<file path="src/rtl/ascon_sub_layer_iter.sv">
// Iterative ASCON substitution layer: applies the 5-bit S-box (or its inverse)
// to NB_SBOX of the 64 state columns per cycle, with valid/ready on both sides.
//
//   state   | meaning
//   --------+-----------------------------------------------------------
//   ST_IDLE | ready for a new state; accepts on valid_i
//   ST_BUSY | substituting NB_SBOX columns per cycle, LSB column first
//   ST_DONE | result presented on state_o until ready_i
module ascon_sub_layer_iter #(
    parameter int NB_SBOX = 8
) (
    input  logic         clock_i,
    input  logic         reset_i,
    input  logic         valid_i,
    output logic         ready_o,
    input  logic         inv_i,
    input  logic [319:0] state_i,
    output logic         valid_o,
    input  logic         ready_i,
    output logic [319:0] state_o,
    output logic         busy_o
);

    localparam int NB_CYCLES = 64 / NB_SBOX;
    localparam logic [5:0] CNT_LAST = 6'(NB_CYCLES - 1);

    localparam logic [1:0] ST_IDLE = 2'd0;
    localparam logic [1:0] ST_BUSY = 2'd1;
    localparam logic [1:0] ST_DONE = 2'd2;

    generate
        if (!(NB_SBOX == 1 || NB_SBOX == 2 || NB_SBOX == 4 || NB_SBOX == 8 ||
              NB_SBOX == 16 || NB_SBOX == 32 || NB_SBOX == 64)) begin : g_bad_nb_sbox
            $error("ascon_sub_layer_iter: NB_SBOX must be a power of two from 1 to 64");
        end
    endgenerate

    function automatic logic [4:0] sbox_fwd(input logic [4:0] x);
        logic [4:0] y;
        case (x)
            5'h00: y = 5'h04;  5'h01: y = 5'h0b;  5'h02: y = 5'h1f;  5'h03: y = 5'h14;
            5'h04: y = 5'h1a;  5'h05: y = 5'h15;  5'h06: y = 5'h09;  5'h07: y = 5'h02;
            5'h08: y = 5'h1b;  5'h09: y = 5'h05;  5'h0a: y = 5'h08;  5'h0b: y = 5'h12;
            5'h0c: y = 5'h1d;  5'h0d: y = 5'h03;  5'h0e: y = 5'h06;  5'h0f: y = 5'h1c;
            5'h10: y = 5'h1e;  5'h11: y = 5'h13;  5'h12: y = 5'h07;  5'h13: y = 5'h0e;
            5'h14: y = 5'h00;  5'h15: y = 5'h0d;  5'h16: y = 5'h11;  5'h17: y = 5'h18;
            5'h18: y = 5'h10;  5'h19: y = 5'h0c;  5'h1a: y = 5'h01;  5'h1b: y = 5'h19;
            5'h1c: y = 5'h16;  5'h1d: y = 5'h0a;  5'h1e: y = 5'h0f;  5'h1f: y = 5'h17;
            default: y = 5'h00;
        endcase
        return y;
    endfunction

    function automatic logic [4:0] sbox_inv(input logic [4:0] x);
        logic [4:0] y;
        case (x)
            5'h00: y = 5'h14;  5'h01: y = 5'h1a;  5'h02: y = 5'h07;  5'h03: y = 5'h0d;
            5'h04: y = 5'h00;  5'h05: y = 5'h09;  5'h06: y = 5'h0e;  5'h07: y = 5'h12;
            5'h08: y = 5'h0a;  5'h09: y = 5'h06;  5'h0a: y = 5'h1d;  5'h0b: y = 5'h01;
            5'h0c: y = 5'h19;  5'h0d: y = 5'h15;  5'h0e: y = 5'h13;  5'h0f: y = 5'h1e;
            5'h10: y = 5'h18;  5'h11: y = 5'h16;  5'h12: y = 5'h0b;  5'h13: y = 5'h11;
            5'h14: y = 5'h03;  5'h15: y = 5'h05;  5'h16: y = 5'h1c;  5'h17: y = 5'h1f;
            5'h18: y = 5'h17;  5'h19: y = 5'h1b;  5'h1a: y = 5'h04;  5'h1b: y = 5'h08;
            5'h1c: y = 5'h0f;  5'h1d: y = 5'h0c;  5'h1e: y = 5'h10;  5'h1f: y = 5'h02;
            default: y = 5'h00;
        endcase
        return y;
    endfunction

    logic [1:0]   r_fsm;
    logic [319:0] r_state;
    logic [5:0]   r_cnt;
    logic         r_inv;

    logic [63:0]  w_s0, w_s1, w_s2, w_s3, w_s4;
    logic [63:0]  w_n0, w_n1, w_n2, w_n3, w_n4;
    logic [5:0]   w_base;
    logic [5:0]   w_idx     [NB_SBOX];
    logic [4:0]   w_col_in  [NB_SBOX];
    logic [4:0]   w_col_out [NB_SBOX];
    logic [319:0] w_next;

    assign w_s0 = r_state[319:256];
    assign w_s1 = r_state[255:192];
    assign w_s2 = r_state[191:128];
    assign w_s3 = r_state[127:64];
    assign w_s4 = r_state[63:0];

    // First column of the current slice; with NB_SBOX=64 the slice is the whole state.
    assign w_base = 6'(int'(r_cnt) * NB_SBOX);

    generate
        for (genvar g = 0; g < NB_SBOX; g++) begin : g_sbox
            assign w_idx[g]     = w_base + 6'(g);
            assign w_col_in[g]  = {w_s0[w_idx[g]], w_s1[w_idx[g]], w_s2[w_idx[g]],
                                   w_s3[w_idx[g]], w_s4[w_idx[g]]};
            assign w_col_out[g] = r_inv ? sbox_inv(w_col_in[g]) : sbox_fwd(w_col_in[g]);
        end
    endgenerate

    always_comb begin
        w_n0 = w_s0;
        w_n1 = w_s1;
        w_n2 = w_s2;
        w_n3 = w_s3;
        w_n4 = w_s4;
        for (int k = 0; k < NB_SBOX; k++) begin
            w_n0[w_idx[k]] = w_col_out[k][4];
            w_n1[w_idx[k]] = w_col_out[k][3];
            w_n2[w_idx[k]] = w_col_out[k][2];
            w_n3[w_idx[k]] = w_col_out[k][1];
            w_n4[w_idx[k]] = w_col_out[k][0];
        end
        w_next = {w_n0, w_n1, w_n2, w_n3, w_n4};
    end

    always_ff @(posedge clock_i or posedge reset_i) begin
        if (reset_i) begin
            r_fsm   <= ST_IDLE;
            r_state <= '0;
            r_cnt   <= '0;
            r_inv   <= 1'b0;
        end else begin
            case (r_fsm)
                ST_IDLE: begin
                    if (valid_i) begin
                        r_state <= state_i;
                        r_inv   <= inv_i;
                        r_cnt   <= '0;
                        r_fsm   <= ST_BUSY;
                    end
                end
                ST_BUSY: begin
                    r_state <= w_next;
                    // Counter parks on the last slice so it never runs past the state.
                    if (r_cnt == CNT_LAST) begin
                        r_fsm <= ST_DONE;
                    end else begin
                        r_cnt <= r_cnt + 6'd1;
                    end
                end
                ST_DONE: begin
                    if (ready_i) begin
                        r_fsm <= ST_IDLE;
                    end
                end
                default: r_fsm <= ST_IDLE;
            endcase
        end
    end

    assign ready_o = (r_fsm == ST_IDLE) && !reset_i;
    assign valid_o = (r_fsm == ST_DONE);
    assign busy_o  = (r_fsm == ST_BUSY);
    assign state_o = r_state;

endmodule

</file>
<file path="config.mk">
export PLATFORM = sky130hd
export DESIGN_NAME = ascon_sub_layer_iter
export DESIGN_NICKNAME = d
export VERILOG_FILES = /design/src/rtl/ascon_sub_layer_iter.sv
export SDC_FILE = /design/constraint.sdc
export NUM_CORES = 1
export LEC_CHECK = 0
export ABC_AREA = 0
export ABC_CLOCK_PERIOD_IN_PS = 18800
export CELL_PAD_IN_SITES_DETAIL_PLACEMENT = 0
export CELL_PAD_IN_SITES_GLOBAL_PLACEMENT = 2
export CORE_MARGIN = 10
export CORE_UTILIZATION = 29
export CTS_CLUSTER_SIZE = 12
export DETAILED_ROUTE_END_ITERATION = 6
export MAX_ROUTING_LAYER = met4
export PLACE_DENSITY = 0.92
export SLEW_MARGIN = 0
export SYNTH_ARGS = -nofsm -noshare
export SYNTH_HDL_FRONTEND = slang
export SYNTH_SLANG_ARGS = --single-unit
</file>
<file path="constraint.sdc">
create_clock -name clock_i -period 18.8 [get_ports clock_i]
set_clock_uncertainty 0.15 [all_clocks]
set_input_delay 5.64 -clock clock_i [delete_from_list [all_inputs] [get_ports clock_i]]
set_output_delay 5.64 -clock clock_i [all_outputs]
set_load 0.005 [all_outputs]
</file>
==> impl_metrics.py, run 1 <==
metrics = {
    "logic_synthesis": {
        "synthMuxAreaShare": 0.125,
        "synth_area_per_cell_um2": 10.1,
        "syn_inst": 2135,
        "synth_top_family_by_area": "compound AO/OA/AOI/OAI gates",
        "synth_area_leaders": "dfrtp_1, a22oi_1, mux4_2",
        "synth_area_mm2": 0.0217,
        "yosys.area.top_type_share": 0.380,
        "yosys.cell_count.top_type": "dfrtp_1",
        "yosysTopAreaCell": "dfrtp_1",
        "synthesis.nets": 2517,
        "synth_edf_count": 0,
        "synth_cell_types": 102,
        "synth_compound_area_frac": 0.300,
        "synthAdderAreaFrac": 0.0371,
        "synthArstFlopShare": 1.00,
        "synthXorXnorAreaFrac": 0.0211,
        "ys_ff_latch": 329,
        "synth_ff_type": "dfrtp_1",
        "synth.yosys.seq_area_share": 0.380,
        "synth_commonest_cells": "dfrtp_1, a22oi_1, o21ai_0, nand2_1, clkbuf_1",
        "yosysWarnings": 0,
        "synthSimpleGateAreaFrac": 0.0847,
    },
    "finish": {
        "fin_nets": 3067,
        "regArea_mm2": 0.00825,
        "synthToLayoutAreaGrowth_pct": 39.9,
        "fillers": 7213,
        "multi_input_area_mm2": 0.0124,
        "drive_above_1_share": 0.119,
    },
    "drt": {
        "ant_nets": 0,
        "wl_per_cell_um": 33.8,
        "vias": 22903,
        "drt_iter0_markers": 2641,
        "wl_um": 125000,
        "first_pass_iters": 6,
        "drc": 0,
        "viasPerCell": 6.19,
    },
    "cts": {
        "cts_root_buf": "clkbuf_16",
        "htreeDepth": 2,
        "cts_sinks": 329,
        "clk_latency_ps": 590,
        "cts_buffers": 41,
        "cts_tree": "yes",
        "cts_buffer_depth": 3,
        "clkTransAtPathRegs_ps": 60,
        "post_cts_buffers": 0,
        "cts_hold_buffers": 0,
        "cts_resized": 0,
    },
    "worst_setup_path": {
        "cp_data_required_time_ps": 13010,
        "cp_max_fo": 2,
        "crit_chain": "clkdlybuf4s50_1, nor3_1, clkdlybuf4s50_1",
        "slowest_stage": "clkdlybuf4s50_1",
        "crit_type": "in -> out",
        "worstSetupStartpointType": "primary input",
        "worst_path_most_repeated_cell": "clkdlybuf4s50_1",
        "cpPeakStageDelay_ps": 560,
        "worst_ep_arrival_time_ps": 6930,
        "end_kind": "output pin",
    },
    "global_route": {
        "grt_pass1_wl_um": 174000,
        "antenna_found_initial": 15,
        "grt_max_degree": 146,
        "first_global_vias": 23337,
        "overflow": 0,
        "grt.total_usage": 0.284,
    },
    "floorplan": {
        "fp.dieH_um": 293,
        "die_w_um": 293,
        "die_area_mm2": 0.0860,
        "start_util": 0.292,
        "pin_count": 648,
        "placementRows": 100,
        "core_area_mm2": 0.0742,
    },
    "timing": {
        "period_share": 0.677,
        "slew_violations": 0,
        "hold_violations": 0,
        "rsz0062_at_grt": "no",
        "worst_pin_slew_ps": 1300,
        "setup-tns-final_ps": 0,
        "relSlewSlack": 0.130,
        "fmax_mhz": 78.6,
        "setup_violations": 0,
        "min_period_ps": 12720,
    },
    "job": {
        "maxCapViolCount": 0,
    },
    "outcome": {
        "outcome": "complete, no violations",
    },
    "worst_hold_path": {
        "min_path_type": "reg -> reg",
    },
    "place": {
        "io_buffers": 647,
        "post-dp-hpwl_um": 88800,
        "finalWeightedCongestion": 0.930,
    },
}
## layout make-up
type                            count  area share
Multi-Input combinational cell   1578       0.410
Sequential cell                   329       0.272
Timing Repair Buffer              697       0.226
Tap cell                          969      0.0400
Clock buffer                       55      0.0379
Clock inverter                     20     0.00706
Inverter                           38     0.00512
Antenna cell                       12    0.000991
## critical path, delay by kind of cell
family,cells,cell delay (ps)
buffers and inverters,2,1070
AND/OR/NAND/NOR,1,220
## cells in the final DEF (no fill, tap or decap), drive strengths merged, types with 7 or more instances in the layout
cell type | synthesis | routed
a222oi | 8 | 8
a211oi | 20 | 20
a221oi | 13 | 13
a21o | 56 | 56
a22oi | 225 | 225
a21oi | 81 | 81
and3 | 51 | 51
buf | 79 | 50
nand3 | 34 | 34
inv | 36 | 39
nor3 | 23 | 23
a311oi | 7 | 7
clkinv | 2 | 14
dfrtp | 329 | 329
o21ai | 247 | 247
nand2 | 124 | 124
maj3 | 9 | 9
mux2 | 23 | 23
o31ai | 8 | 8
a22o | 56 | 56
diode | 0 | 12
xnor2 | 37 | 37
o211ai | 19 | 19
o22ai | 11 | 11
a31oi | 11 | 11
a221o | 9 | 9
mux4 | 57 | 57
nor2b | 10 | 10
o221ai | 90 | 90
xor2 | 11 | 11
mux2i | 92 | 92
clkbuf | 111 | 55
clkdlybuf4s50 | 0 | 647
ha | 57 | 57
nand2b | 14 | 14
nor2 | 100 | 100
## metal layers
layer	wire length, um	vias up	global-route usage
met2	59500	1516	0.459
met3	10600	284	0.0628
met5	0	-	-
li1	-	9486	-
met4	5090	0	0.108
met1	49600	11617	0.345
## worst paths after layout
kind	end	from	slack, ps	cells after the start
worst max-delay path	ready_o	reset_i	6080	3
worst min-delay path	state_o[238]	state_o[238]	380	2
worst max register to register	state_o[283]	r_cnt[0]	13200	8
worst min register to register	state_o[238]	state_o[238]	380	2
max in group asynchronous	state_o[102]	reset_i	11390	3
min in group asynchronous	state_o[190]	reset_i	5440	2
## cells by family after synthesis
logic type	Yosys count
muxes	172
and+or+nand+nor	385
xor gates and xnor gates	48
DFF	329
buffers and inverters	228
AOI/OAI and AO/OA	907
adders and majority gates	66
## per-stage QoR
stage / worst slack (ps) / cells / instance area, um^2 / hold slack [ps] / util
global route: 6050 / 3698 / 30300 / 411 / 0.409
detailed placement: 6090 / 3611 / 28900 / 371 / 0.390
finish: 6080 / 3698 / 30300 / 383 / 0.409
CTS: 6070 / 3686 / 30300 / 385 / 0.408
global placement: 6020 / 3611 / 28900 / 363 / 0.390
floorplan: 3900 / 2135 / 21700 / 356 / -
## sequential cells by signal (all words and copies together), names as in the netlist
| signal | flops |
|---|---|
| r_cnt | 6 |
| state_o | 320 |
| r_fsm | 2 |
| r_inv | 1 |
Power of run 1 is left out: the tool's default activity adds up to more than one toggle a clock period on the data nets, which glitch-free logic cannot reach.
==> run 2, diff against run 1 <==
--- a/config.mk
+++ b/config.mk
@@ -6,7 +6,7 @@
 export NUM_CORES = 1
 export LEC_CHECK = 0
 export ABC_AREA = 0
-export ABC_CLOCK_PERIOD_IN_PS = 18800
+export ABC_CLOCK_PERIOD_IN_PS = 11960
 export CELL_PAD_IN_SITES_DETAIL_PLACEMENT = 0
 export CELL_PAD_IN_SITES_GLOBAL_PLACEMENT = 2
 export CORE_MARGIN = 10
==> constraint.sdc (replaced) <==
create_clock -name clock_i -period 11.96 [get_ports clock_i]
set_clock_uncertainty 0.15 [all_clocks]
set_input_delay 3.588 -clock clock_i [delete_from_list [all_inputs] [get_ports clock_i]]
set_output_delay 3.588 -clock clock_i [all_outputs]
set_load 0.005 [all_outputs]
==> impl_metrics.py, run 2 (same netlist as run 1, synthesis figures left out) <==
metrics = {
    "place": {
        "post-dp-hpwl_um": 87500,
        "finalWeightedCongestion": 0.913,
        "io_buffers": 647,
        "post-place-ws_ps": 3460,
    },
    "cts": {
        "cts_sinks": 329,
        "clkTransAtPathRegs_ps": 60,
        "cts_resized": 0,
        "clk_latency_ps": 580,
        "htreeDepth": 2,
        "cts_root_buf": "clkbuf_16",
        "post_cts_buffers": 0,
        "cts_hold_buffers": 0,
        "cts_tree": "yes",
        "cts_buffer_depth": 3,
        "cts_buffers": 39,
    },
    "drt": {
        "first_pass_iters": 6,
        "vias": 22976,
        "drt_iter0_markers": 2755,
        "ant_nets": 0,
        "wl_per_cell_um": 33.2,
        "viasPerCell": 6.22,
        "wl_um": 123000,
        "drc": 0,
    },
    "worst_setup_path": {
        "reg2reg_from": "r_cnt[1]",
        "r2r_end": "state_o[124]",
        "cp_max_fo": 2,
        "worst_ep_arrival_time_ps": 4780,
        "worstSetupStartpointType": "primary input",
        "crit_type": "in -> out",
        "r2r_setup_slack_ps": 6670,
        "ff2ff_path_depth": 9,
        "cp_data_required_time_ps": 8220,
        "end_kind": "output pin",
    },
    "worst_hold_path": {
        "min_path_type": "reg -> reg",
        "worstHoldEndpoint": "state_o[112]",
        "whs_path_depth": 2,
        "min_from": "state_o[112]",
    },
    "timing": {
        "setup_violations": 0,
        "worst_pin_slew_ps": 1280,
        "fmax_mhz": 117,
        "holdWs_ps": 389,
        "slew_violations": 0,
        "period_share": 0.712,
        "min_period_ps": 8520,
        "hold_violations": 0,
        "fin_ws_ps": 3440,
        "rsz0062_at_grt": "no",
        "relSlewSlack": 0.146,
        "setup-tns-final_ps": 0,
    },
    "job": {
        "maxCapViolCount": 0,
    },
    "global_route": {
        "first_global_vias": 23461,
        "overflow": 0,
        "antenna_found_initial": 15,
        "grt_pass1_wl_um": 172000,
        "grt_max_degree": 152,
        "grt.total_usage": 0.280,
    },
    "finish": {
        "mostFrequentLayoutCell": "clkdlybuf4s50_1",
        "multi_input_area_mm2": 0.0124,
        "fillers": 7178,
        "fin_nets": 3070,
        "fin_util": 0.409,
        "drive_above_1_share": 0.118,
        "final_cell_mix": "clkdlybuf4s50_1, dfrtp_1, a22oi_1, o21ai_0, nand2_1",
        "regArea_mm2": 0.00825,
        "largest_reg_flops": 320,
        "synthToLayoutAreaGrowth_pct": 40.0,
    },
    "floorplan": {
        "die_area_mm2": 0.0860,
        "fp.dieH_um": 293,
        "pin_count": 648,
        "start_util": 0.292,
        "placementRows": 100,
        "core_area_mm2": 0.0742,
        "die_w_um": 293,
    },
    "outcome": {
        "outcome": "complete, no violations",
    },
}
-- run 2: cell count changes in the layout (fill, tap and decap cells not counted), moves of 2 or more --
cell,previous run,this run
buf_4,49,52
clkbuf_16,42,40
clkbuf_8,5,10
clkinv_2,8,6
clkinv_4,4,1
diode_2,12,9
inv_6,3,1
-- run 2: area by class of cell --
type	instances	area share
Multi-Input combinational cell	1578	0.410
Antenna cell	9	0.000743
Timing Repair Buffer	702	0.228
Clock inverter	12	0.00503
Tap cell	969	0.0400
Sequential cell	329	0.272
Clock buffer	57	0.0384
Inverter	38	0.00499
-- run 2: metrics by stage --
stage | cell area (um^2) | std cells
2_1_floorplan | 21700 | 2135
3_3_place_gp | 28900 | 3614
3_5_place_dp | 29000 | 3615
4_1_cts | 30300 | 3684
5_1_grt | 30300 | 3694
6_report | 30300 | 3694
-- run 2: how the worst max path moves through the flow --
stage | endpoint | cells after the start | slack, ps | start
global route | ready_o | 3 | 3410 | reset_i
finish | ready_o | 3 | 3440 | reset_i
detailed placement | ready_o | 3 | 3460 | reset_i
global placement | ready_o | 3 | 3370 | reset_i
CTS | ready_o | 3 | 3440 | reset_i
floorplan | r_cnt[0] | 1 | 3830 | reset_i
-- run 2: critical path, cell delays in order --
cell	delay, ps
clkdlybuf4s50_1	460
nor3_1	170
clkdlybuf4s50_1	550
-- run 2: metal layers --
layer,global-route usage,routed length (um)
met3,0.0632,11300
met4,0.109,5030
met1,0.342,48300
met5,-,0
met2,0.447,58000
Power of run 2 is left out for the same reason.
